===== src/rtl/tiny_dnn_pkg.sv =====
// Shared constants and types for the tiny_dnn sequencer.
//   F_NUM / F_SIZE     : filter count and weights per filter
//   FILT_W / IDX_W     : array address fields {filter, index}
//   OP_LOAD_W / OP_RUN : cmd_op encodings
//   seq_state_t        : sequencer FSM states
package tiny_dnn_pkg;

  localparam int F_NUM  = 16;
  localparam int F_SIZE = 512;

  localparam int FILT_W = 4;
  localparam int IDX_W  = 9;
  localparam int ADDR_W = FILT_W + IDX_W;
  localparam int LEN_W  = 10;
  localparam int DATA_W = 32;

  localparam logic OP_LOAD_W = 1'b0;
  localparam logic OP_RUN    = 1'b1;

  typedef enum logic [2:0] {
    S_IDLE,
    S_LOAD,
    S_INIT,
    S_EXEC,
    S_DRAIN,
    S_RADDR,
    S_RDATA
  } seq_state_t;

endpackage


===== src/rtl/tiny_dnn_seq.sv =====
// tiny_dnn_seq: command-driven sequencer in front of the tiny_dnn array.
// Turns a valid/ready fp32 word stream into weight loads (LOAD_W) and
// dot-product runs (RUN), then streams one fp32 result per filter.
// Ports:
//   clk, rst_n                 : clock, async active-low reset
//   cmd_valid/ready/op/len     : command handshake, op, vector length n
//   s_valid/ready/data         : fp32 input word stream
//   m_valid/ready/data         : fp32 result stream, filter 0 first
//   err                        : sticky illegal-length flag
//   dnn_write/init/exec/a/d    : registered drives into the array
//   dnn_x                      : array result (registered in the array)
module tiny_dnn_seq
  import tiny_dnn_pkg::*;
(
  input  logic              clk,
  input  logic              rst_n,
  input  logic              cmd_valid,
  output logic              cmd_ready,
  input  logic              cmd_op,
  input  logic [LEN_W-1:0]  cmd_len,
  input  logic              s_valid,
  output logic              s_ready,
  input  logic [DATA_W-1:0] s_data,
  output logic              m_valid,
  input  logic              m_ready,
  output logic [DATA_W-1:0] m_data,
  output logic              err,
  output logic              dnn_write,
  output logic              dnn_init,
  output logic              dnn_exec,
  output logic [ADDR_W-1:0] dnn_a,
  output logic [DATA_W-1:0] dnn_d,
  input  logic [DATA_W-1:0] dnn_x
);

  seq_state_t        state_q, state_d;
  logic [LEN_W-1:0]  len_q, len_d;
  logic [IDX_W-1:0]  k_q, k_d;
  logic [FILT_W-1:0] filt_q, filt_d;
  logic [FILT_W-1:0] idx_q, idx_d;
  logic              err_q, err_d;
  logic              dnn_write_q, dnn_write_d;
  logic              dnn_init_q, dnn_init_d;
  logic              dnn_exec_q, dnn_exec_d;
  logic [ADDR_W-1:0] dnn_a_q, dnn_a_d;
  logic [DATA_W-1:0] dnn_d_q, dnn_d_d;

  logic cmd_fire, s_fire, m_fire;
  logic len_ok, last_k, last_filt, last_idx;

  assign cmd_ready = (state_q == S_IDLE);
  assign s_ready   = (state_q == S_LOAD) || (state_q == S_EXEC);
  assign m_valid   = (state_q == S_RDATA);
  assign m_data    = dnn_x;

  assign cmd_fire  = cmd_valid && cmd_ready;
  assign s_fire    = s_valid && s_ready;
  assign m_fire    = m_valid && m_ready;

  assign len_ok    = (cmd_len != '0) && (cmd_len <= LEN_W'(F_SIZE));
  assign last_k    = ({1'b0, k_q} == (len_q - LEN_W'(1)));
  assign last_filt = (filt_q == FILT_W'(F_NUM - 1));
  assign last_idx  = (idx_q == FILT_W'(F_NUM - 1));

  assign err       = err_q;
  assign dnn_write = dnn_write_q;
  assign dnn_init  = dnn_init_q;
  assign dnn_exec  = dnn_exec_q;
  assign dnn_a     = dnn_a_q;
  assign dnn_d     = dnn_d_q;

  // State register plus all datapath flops.
  always_ff @(posedge clk or negedge rst_n) begin
    if (!rst_n) begin
      state_q     <= S_IDLE;
      len_q       <= '0;
      k_q         <= '0;
      filt_q      <= '0;
      idx_q       <= '0;
      err_q       <= 1'b0;
      dnn_write_q <= 1'b0;
      dnn_init_q  <= 1'b0;
      dnn_exec_q  <= 1'b0;
      dnn_a_q     <= '0;
      dnn_d_q     <= '0;
    end else begin
      state_q     <= state_d;
      len_q       <= len_d;
      k_q         <= k_d;
      filt_q      <= filt_d;
      idx_q       <= idx_d;
      err_q       <= err_d;
      dnn_write_q <= dnn_write_d;
      dnn_init_q  <= dnn_init_d;
      dnn_exec_q  <= dnn_exec_d;
      dnn_a_q     <= dnn_a_d;
      dnn_d_q     <= dnn_d_d;
    end
  end

  // Next state.
  always_comb begin
    state_d = state_q;
    case (state_q)
      S_IDLE:  if (cmd_fire && len_ok)
                 state_d = (cmd_op == OP_RUN) ? S_INIT : S_LOAD;
      S_LOAD:  if (s_fire && last_k && last_filt) state_d = S_IDLE;
      S_INIT:  state_d = S_EXEC;
      S_EXEC:  if (s_fire && last_k) state_d = S_DRAIN;
      // The last exec strobe is still on the output register during the
      // first DRAIN cycle; leave only after the all-zero strobe cycle so
      // the array's two-stage accumulate has settled before the first
      // result address is read.
      S_DRAIN: if (!dnn_exec_q) state_d = S_RADDR;
      S_RADDR: state_d = S_RDATA;
      S_RDATA: if (m_fire) state_d = last_idx ? S_IDLE : S_RADDR;
      default: state_d = S_IDLE;
    endcase
  end

  // Outputs and counters. Strobes default low so every non-accept cycle
  // registers a zero strobe; address/data hold unless overwritten.
  always_comb begin
    len_d       = len_q;
    k_d         = k_q;
    filt_d      = filt_q;
    idx_d       = idx_q;
    err_d       = err_q;
    dnn_write_d = 1'b0;
    dnn_init_d  = 1'b0;
    dnn_exec_d  = 1'b0;
    dnn_a_d     = dnn_a_q;
    dnn_d_d     = dnn_d_q;
    case (state_q)
      S_IDLE: begin
        if (cmd_fire) begin
          len_d  = cmd_len;
          k_d    = '0;
          filt_d = '0;
          idx_d  = '0;
          if (!len_ok)                err_d      = 1'b1;
          else if (cmd_op == OP_RUN)  dnn_init_d = 1'b1;
        end
      end
      S_LOAD: begin
        if (s_fire) begin
          dnn_write_d = 1'b1;
          dnn_d_d     = s_data;
          dnn_a_d     = {filt_q, k_q};
          if (last_k) begin
            k_d    = '0;
            filt_d = filt_q + FILT_W'(1);
          end else begin
            k_d    = k_q + IDX_W'(1);
          end
        end
      end
      S_EXEC: begin
        if (s_fire) begin
          dnn_exec_d = 1'b1;
          dnn_d_d    = s_data;
          dnn_a_d    = {FILT_W'(0), k_q};
          k_d        = k_q + IDX_W'(1);
        end
      end
      // Result address is registered on entry to RADDR so the array's
      // registered read lands exactly at RDATA entry.
      S_DRAIN: begin
        if (!dnn_exec_q) dnn_a_d = {IDX_W'(0), idx_q};
      end
      S_RDATA: begin
        if (m_fire && !last_idx) begin
          idx_d   = idx_q + FILT_W'(1);
          dnn_a_d = {IDX_W'(0), idx_q + FILT_W'(1)};
        end
      end
      default: ;
    endcase
  end

endmodule


===== config.mk =====
export PLATFORM = sky130hd
export DESIGN_NAME = tiny_dnn_seq
export DESIGN_NICKNAME = d
export VERILOG_FILES = /design/src/rtl/tiny_dnn_pkg.sv /design/src/rtl/tiny_dnn_seq.sv
export SDC_FILE = /design/constraint.sdc
export NUM_CORES = 1
export LEC_CHECK = 0
export CAP_MARGIN = 10
export CORE_MARGIN = 5
export CORE_UTILIZATION = 34
export CTS_BUF_LIST = sky130_fd_sc_hd__clkbuf_4 sky130_fd_sc_hd__clkbuf_8 sky130_fd_sc_hd__clkbuf_16
export CTS_CLUSTER_DIAMETER = 50
export DETAILED_ROUTE_END_ITERATION = 8
export PLACE_DENSITY = 0.68
export SLEW_MARGIN = 20
export SYNTH_ARGS = -nofsm -noshare
export SYNTH_HDL_FRONTEND = slang
export SYNTH_SLANG_ARGS = --single-unit

===== constraint.sdc =====
create_clock -name clk -period 2.3 [get_ports clk]
set_clock_uncertainty 0.1 [all_clocks]
set_input_delay 0.46 -clock clk [delete_from_list [all_inputs] [get_ports clk]]
set_output_delay 0.46 -clock clk [all_outputs]
set_load 0.02 [all_outputs]

==> impl_metrics.csv, run 1 <==
group,metric,value,unit
cells_and_area,mostFrequentLayoutCells,"nand2_1, clkdlybuf4s50_1, dfrtp_1, buf_4, o21ai_0",
route,drt_iter0_markers,153,
clocking,clkTransAtPathRegs,60,ps
cells_and_area,fin_area,5650,sq um
power_and_ir_drop,p_total,3.94,mW
synth,synth-seq-cells,79,
clocking,cts_tree,"done",
cells_and_area,syn_to_final_growth,35.9,%
clocking,cts-root-buf,"clkbuf_16",
power_and_ir_drop,ir_drop,329,uV
sta,finalWorstSetupSlack,-176,ps
synth,syn_area,4160,sq um
grt,antenna_found_initial,0,
grt,grt_max_degree,49,
cells_and_area,drive_above_1_share,16.0,%
worst_setup_path,worstPathRequired,2420,ps
power_and_ir_drop,p_leak,2.57,nW
route,wl_per_cell,15.4,um
worst_setup_path,arrival,2590,ps
placed_design,dpl_cell_area,5260,sq um
synth,syn_nets,554,
sta,slew_violations,0,
cells_and_area,n_antenna_cell,0,
sta,period_needed,2480,ps
power_and_ir_drop,switching_share,29.0,%
grt,grt_pass1_vias,3679,
floorplan,die_w,121,um
synth,yosysUniqueCellTypes,56,
route,post_drt_via_cell_ratio,4.96,
flow_run,max-cap-violations,0,
clocking,cts_buffers,9,
status,outcome,"finished with violations",
sta,finalCritPeriodShare,108,%
sta,setup_viol,16,
sta,setup_tns,-1830,ps
placed_design,portBuffers,99,
cells_and_area,nNetsFinal,643,
power_and_ir_drop,power_density,697,nW/um^2
synth,synth-main-ff-cell,"dfrtp_1",
sta,hold_viol,0,
placed_design,pre_cts_ws,-239,ps
route,dr_total_vias,3530,
floorplan,die_h,121,um
worst_setup_path,critPathMaxStageDelay,390,ps
synth,ys_seq_area_share,47.5,%
worst_setup_path,crit_slowest_cell,"dfrtp_1",
grt,overflow,0,
sta,fmax,404,MHz
synth,async_flop_share,100,%
power_and_ir_drop,pwr-share-clk,36.4,%
power_and_ir_drop,combPwrFrac,22.0,%
cells_and_area,final_cells,711,
synth,syn_area_per_cell,8.85,sq um
clocking,htreeDepth,3,
worst_setup_path,worstSetupEndpointType,"flop",
floorplan,core_area,12000,sq um
placed_design,hpwl,8060,um
synth,ys_warn_count,0,
worst_setup_path,path_delay_family,"simple AND/OR/NAND/NOR gates",
route,routed_wl,10900,um
grt,grt_use_total,15.2,%
sta,fin_hold_ws,374,ps
sta,rsz0062_at_grt,"yes",
route,dr.pass1.iters,4,
placed_design,finalWeightedCongestion,0.831,
power_and_ir_drop,p_seq_share,41.6,%
cells_and_area,layout_commonest_cell,"nand2_1",
route,drc,0,
worst_setup_path,cp_cell_sequence,"inv_2 -> ha_4 -> or3b_4 -> or3_4 -> o21bai_4 -> a22oi_4 -> a31oi_4 -> buf_6 -> nand4b_1 -> nand3_1",
grt,grt_pass1_wl,17800,um
clocking,clk_latency,330,ps
floorplan,rows,40,
floorplan,io_pins,164,
power_and_ir_drop,switchingPower,1.14,mW
sta,worst_slew_pin_slew,497,ps
synth,synth-edff-count,0,
cells_and_area,post-route-util,47.0,%
placed_design,dp_cells,691,
worst_setup_path,crit_buf_inv,2,
worst_setup_path,cp_max_fo,8,
clocking,cts_sinks,79,
clocking,clock_path_buffers,2,
synth,syn_inst,470,
route,ant_nets,0,
status,violations,"negative setup slack",
power_and_ir_drop,p_int,2.80,mW
hold_path,hp-class,"reg2reg",
worst_setup_path,crit_type,"reg2reg",
sta,max_slew_margin,66.7,%
floorplan,initial_utilization,34.6,%
worst_setup_path,cp-start-kind,"flop",
floorplan,die_area,14500,sq um
==> tightest hold or removal path, cell delays in order, from the launching register on <==
cell     delay [ps]
dfrtp_1         340
nand2_1          50
nand2_1          50
==> synth_stat cells, drive strengths merged, types with 2 or more instances <==
library cell | number | area share, %
a211oi | 2 | 0.36
a21oi | 13 | 1.6
a31o | 2 | 0.42
a31oi | 6 | 1.3
and2 | 2 | 0.30
and3 | 4 | 0.60
buf | 39 | 6.8
clkbuf | 16 | 1.4
dfrtp | 79 | 48
ha | 4 | 1.2
inv | 20 | 1.8
mux2 | 12 | 3.2
mux2i | 2 | 0.48
nand2 | 126 | 11
nand2b | 8 | 1.2
nand3 | 22 | 2.6
nand3b | 2 | 0.36
nand4 | 5 | 0.75
nand4b | 2 | 0.42
nor2 | 12 | 1.1
nor2b | 4 | 0.60
nor3 | 11 | 1.3
nor3b | 2 | 0.36
nor4 | 3 | 0.60
o21ai | 31 | 3.7
o21bai | 2 | 0.63
o22ai | 4 | 0.60
o31ai | 3 | 0.54
or3 | 2 | 0.30
or3b | 2 | 0.42
xnor2 | 7 | 1.5
xor2 | 6 | 1.3
==> what timing repair did <==
action,4_1_cts,5_1_grt
setup buffers,0,3
pin swaps,4,18
hold buffers,1,0
endpoints found under the hold margin,31,0
resized for setup,9,18
endpoints found under the setup margin,19,17
==> flip-flops by register name, indices dropped and copies added (netlist names) <==
register / cells
dnn_d: 32
dnn_a: 13
len_q: 10
k_q: 9
filt_q: 4
idx_q: 4
state_q: 3
dnn_exec: 1
dnn_init: 1
dnn_write: 1
err: 1
==> metal layers <==
layer	vias up	track usage [%]	routed length (um)	part of all wire (%)
met4	0	7.93	312	2.9
li1	1720	-	-	-
met3	31	5.61	906	8.3
met1	1669	17.6	4470	41
met2	110	24.5	5250	48
met5	-	0	0	0
==> worst paths after layout <==
path	from	end	slack [ps]	depth (start not counted)
worst max-delay path	len_q[0]$_DFFE_PN0P_	k_q[5]$_DFFE_PN0P_	-180	10
worst max register to register	len_q[0]$_DFFE_PN0P_	k_q[5]$_DFFE_PN0P_	-180	10
worst min register to register	dnn_d[19]$_DFFE_PN0P_	dnn_d[19]$_DFFE_PN0P_	370	2
worst min-delay path	dnn_d[19]$_DFFE_PN0P_	dnn_d[19]$_DFFE_PN0P_	370	2
min in group asynchronous	rst_n	dnn_d[20]$_DFFE_PN0P_	500	2
max in group asynchronous	rst_n	state_q[0]$_DFFE_PN0P_	1000	3
==> final cells by class <==
cell class,count,area (sq um)
multi-input combinational,316,1830
tap,147,184
timing repair buffer,133,1280
clock inverter,7,73.8
clock buffer,9,225
inverter,20,75.1
fill,1129,6360
sequential,79,1980
==> power groups by stage <==
stage | Combinational [mW] | Clock, mW | Sequential, mW
after CTS | 0.860 | 1.48 | 1.64
after detailed placement | 0.854 | 0 | 1.66
after global routing | 0.955 | 1.54 | 1.66
final | 0.866 | 1.43 | 1.64
after global placement | 0.844 | 0 | 1.65
after floorplan | 0.368 | 0 | 1.76
==> cells by family after synthesis <==
family	Yosys count	share of synthesized area (%)
AOI/OAI and AO/OA	74	11.6
xor gates and xnor gates	13	2.74
adders and majority gates	4	1.20
buffers and inverters	75	10.0
DFF	79	47.5
muxes	14	3.73
and+or+nand+nor	211	23.1
(Power assumes the default switching activity.)
==> inputs of run 2 (changes only) <==
DONT_BUFFER_PORTS = 1   (was not set)
PLACE_DENSITY = not set   (was 0.68)
SLEW_MARGIN = 5   (was 20)
==> run 2 against run 1 <==
The run ends with negative hold slack, negative setup slack left. Combinational power down 59%. Sequential share of layout area up 8.4 points. Global-route usage down 0.92 points. Hold slack worse by 660 ps. Fmax up 2.1%. Largest power group unchanged. Highest routed layer unchanged.
==> impl_metrics.csv, run 2 (synthesis results as in run 1) <==
group,metric,value,unit
power_and_ir_drop,ir_drop,370,uV
route,wirelength_met1,4120,um
cells_and_area,drive_above_1_share,16.2,%
placed_design,dp_cells,587,
worst_setup_path,reg2reg_to,"state_q[0]$_DFFE_PN0P_",
worst_setup_path,worstSetupEndpointType,"flop",
worst_setup_path,regToRegStartpoint,"len_q[1]$_DFFE_PN0P_",
route,drc,0,
status,outcome,"finished with violations",
flow_run,max-cap-violations,0,
placed_design,dpl_cell_area,4220,sq um
sta,setup_viol,16,
grt,grt_pass1_vias,3282,
worst_setup_path,worstRegToRegCells,9,
sta,setup_tns,-1250,ps
route,dr_wl_met2,4700,um
placed_design,finalWeightedCongestion,0.824,
route,dr_total_vias,3064,
power_and_ir_drop,switching_share,28.2,%
status,violations,"negative hold slack, negative setup slack",
worst_setup_path,cp_max_fo,4,
cells_and_area,n_antenna_cell,0,
worst_setup_path,arrival,2540,ps
grt,grt_max_degree,80,
sta,period_needed,2420,ps
sta,finalCritPeriodShare,105,%
cells_and_area,post-route-util,37.9,%
floorplan,die_w,121,um
power_and_ir_drop,p_total,3.48,mW
power_and_ir_drop,p_seq_share,51.7,%
floorplan,core_area,12000,sq um
sta,finalWorstSetupSlack,-124,ps
clocking,cts_sinks,79,
clocking,htreeDepth,3,
sta,max_slew_margin,66.3,%
placed_design,portBuffers,0,
grt,antenna_found_initial,0,
clocking,cts_tree,"done",
floorplan,initial_utilization,34.6,%
route,wl_per_cell,16.4,um
floorplan,io_pins,164,
power_and_ir_drop,switchingPower,0.979,mW
cells_and_area,syn_to_final_growth,9.48,%
worst_setup_path,crit_type,"reg2reg",
route,post_drt_via_cell_ratio,5.06,
sta,fmax,412,MHz
hold_path,hp-class,"in2async",
cells_and_area,layout_commonest_cell,"nand2_1",
clocking,cts-root-buf,"clkbuf_16",
clocking,cts_buffers,9,
sta,rsz0062_at_grt,"yes",
power_and_ir_drop,p_int,2.50,mW
clocking,clkTransAtPathRegs,60,ps
power_and_ir_drop,power_density,763,nW/um^2
route,drt_iter0_markers,149,
route,routed_wl,9900,um
power_and_ir_drop,combPwrFrac,10.3,%
floorplan,die_h,121,um
worst_setup_path,cp-start-kind,"flop",
sta,hold_viol,79,
sta,fin_hold_ws,-282,ps
route,ant_nets,0,
grt,grt_pass1_wl,16400,um
grt,grt_use_total,14.2,%
sta,slew_violations,0,
cells_and_area,largest_register_ffs,32,
clocking,clock_path_buffers,2,
floorplan,die_area,14500,sq um
sta,worst_slew_pin_slew,503,ps
cells_and_area,fin_area,4550,sq um
power_and_ir_drop,p_leak,2.16,nW
grt,overflow,0,
placed_design,pre_cts_ws,-225,ps
route,dr.max_layer_used,"met4",
route,wl_met3,936,um
cells_and_area,nNetsFinal,539,
cells_and_area,mostFrequentLayoutCells,"nand2_1, dfrtp_1, buf_4, o21ai_0, nand3_1",
cells_and_area,fillers,1241,
route,dr.pass1.iters,4,
floorplan,rows,40,
placed_design,hpwl,7270,um
worst_setup_path,worstPathRequired,2420,ps
worst_setup_path,r2r_slack,-120,ps
cells_and_area,final_cells,605,
clocking,clk_latency,340,ps
power_and_ir_drop,pwr-share-clk,38.0,%
run 2: cell count changes in the layout (fill, tap and decap cells not counted), moves of 3 or more:
cell / before / now
clkinvlp_4: 4 / 0
clkdlybuf4s50_1: 95 / 0
dlygate4sd2_1: 3 / 0
o21ai_0: 23 / 26
run 2: power groups by stage:
stage | Sequential (mW) | Combinational, mW | Clock [mW]
floorplan | 1.76 | 0.368 | 0
global placement | 1.82 | 0.347 | 0
detailed placement | 1.82 | 0.362 | 0
CTS | 1.80 | 0.362 | 1.37
global route | 1.82 | 0.422 | 1.42
finish | 1.80 | 0.358 | 1.32
run 2: cell type report:
| type | instances | area [sq um] | share of cell area (%) |
|---|---|---|---|
| Clock buffer | 13 | 268 | 5.88 |
| Sequential cell | 79 | 1980 | 43.4 |
| Multi-Input combinational cell | 316 | 1810 | 39.8 |
| Tap cell | 147 | 184 | 4.04 |
| Inverter | 20 | 75.1 | 1.65 |
| Clock inverter | 1 | 5.00 | 0.110 |
| Timing Repair Buffer | 29 | 234 | 5.14 |
run 2: how the worst max path moves through the flow:
stage                                    start                     end  slack [ps]  depth (start not counted)
after detailed placement  len_q[1]$_DFFE_PN0P_   filt_q[3]$_DFFE_PN0P_        -220                          9
after global placement    len_q[1]$_DFFE_PN0P_   filt_q[3]$_DFFE_PN0P_        -180                          9
after CTS                 len_q[1]$_DFFE_PN0P_  state_q[0]$_DFFE_PN0P_        -160                          9
final                     len_q[1]$_DFFE_PN0P_  state_q[0]$_DFFE_PN0P_        -120                          9
after global routing      len_q[1]$_DFFE_PN0P_  state_q[0]$_DFFE_PN0P_        -220                          9
after floorplan           len_q[0]$_DFFE_PN0P_   filt_q[2]$_DFFE_PN0P_        -130                         10
run 2: repair_timing:
| item | in CTS | in global routing |
|---|---|---|
| buffers inserted | 2 | 3 |
| resized for setup | 8 | 3 |
| endpoints found under the hold margin | 79 | 79 |
| setup endpoints to repair | 16 | 16 |
| gates cloned | 0 | 0 |
| pin swaps | 10 | 10 |
run 2: metal layers:
layer | vias up | track usage, %
met3 | 18 | 6.45
met5 | - | 0
li1 | 1509 | -
met2 | 103 | 22.9
met1 | 1434 | 16.5
met4 | 0 | 5.67
run 2: worst max-delay path, cell delays in order, from the launching register on:
cell      delay, ps
dfrtp_1         390
inv_2            80
ha_4            130
or3b_4          370
or3_4           340
o21bai_4        180
a22oi_4         240
nand2_2         120
o21a_1          170
or2_1           200
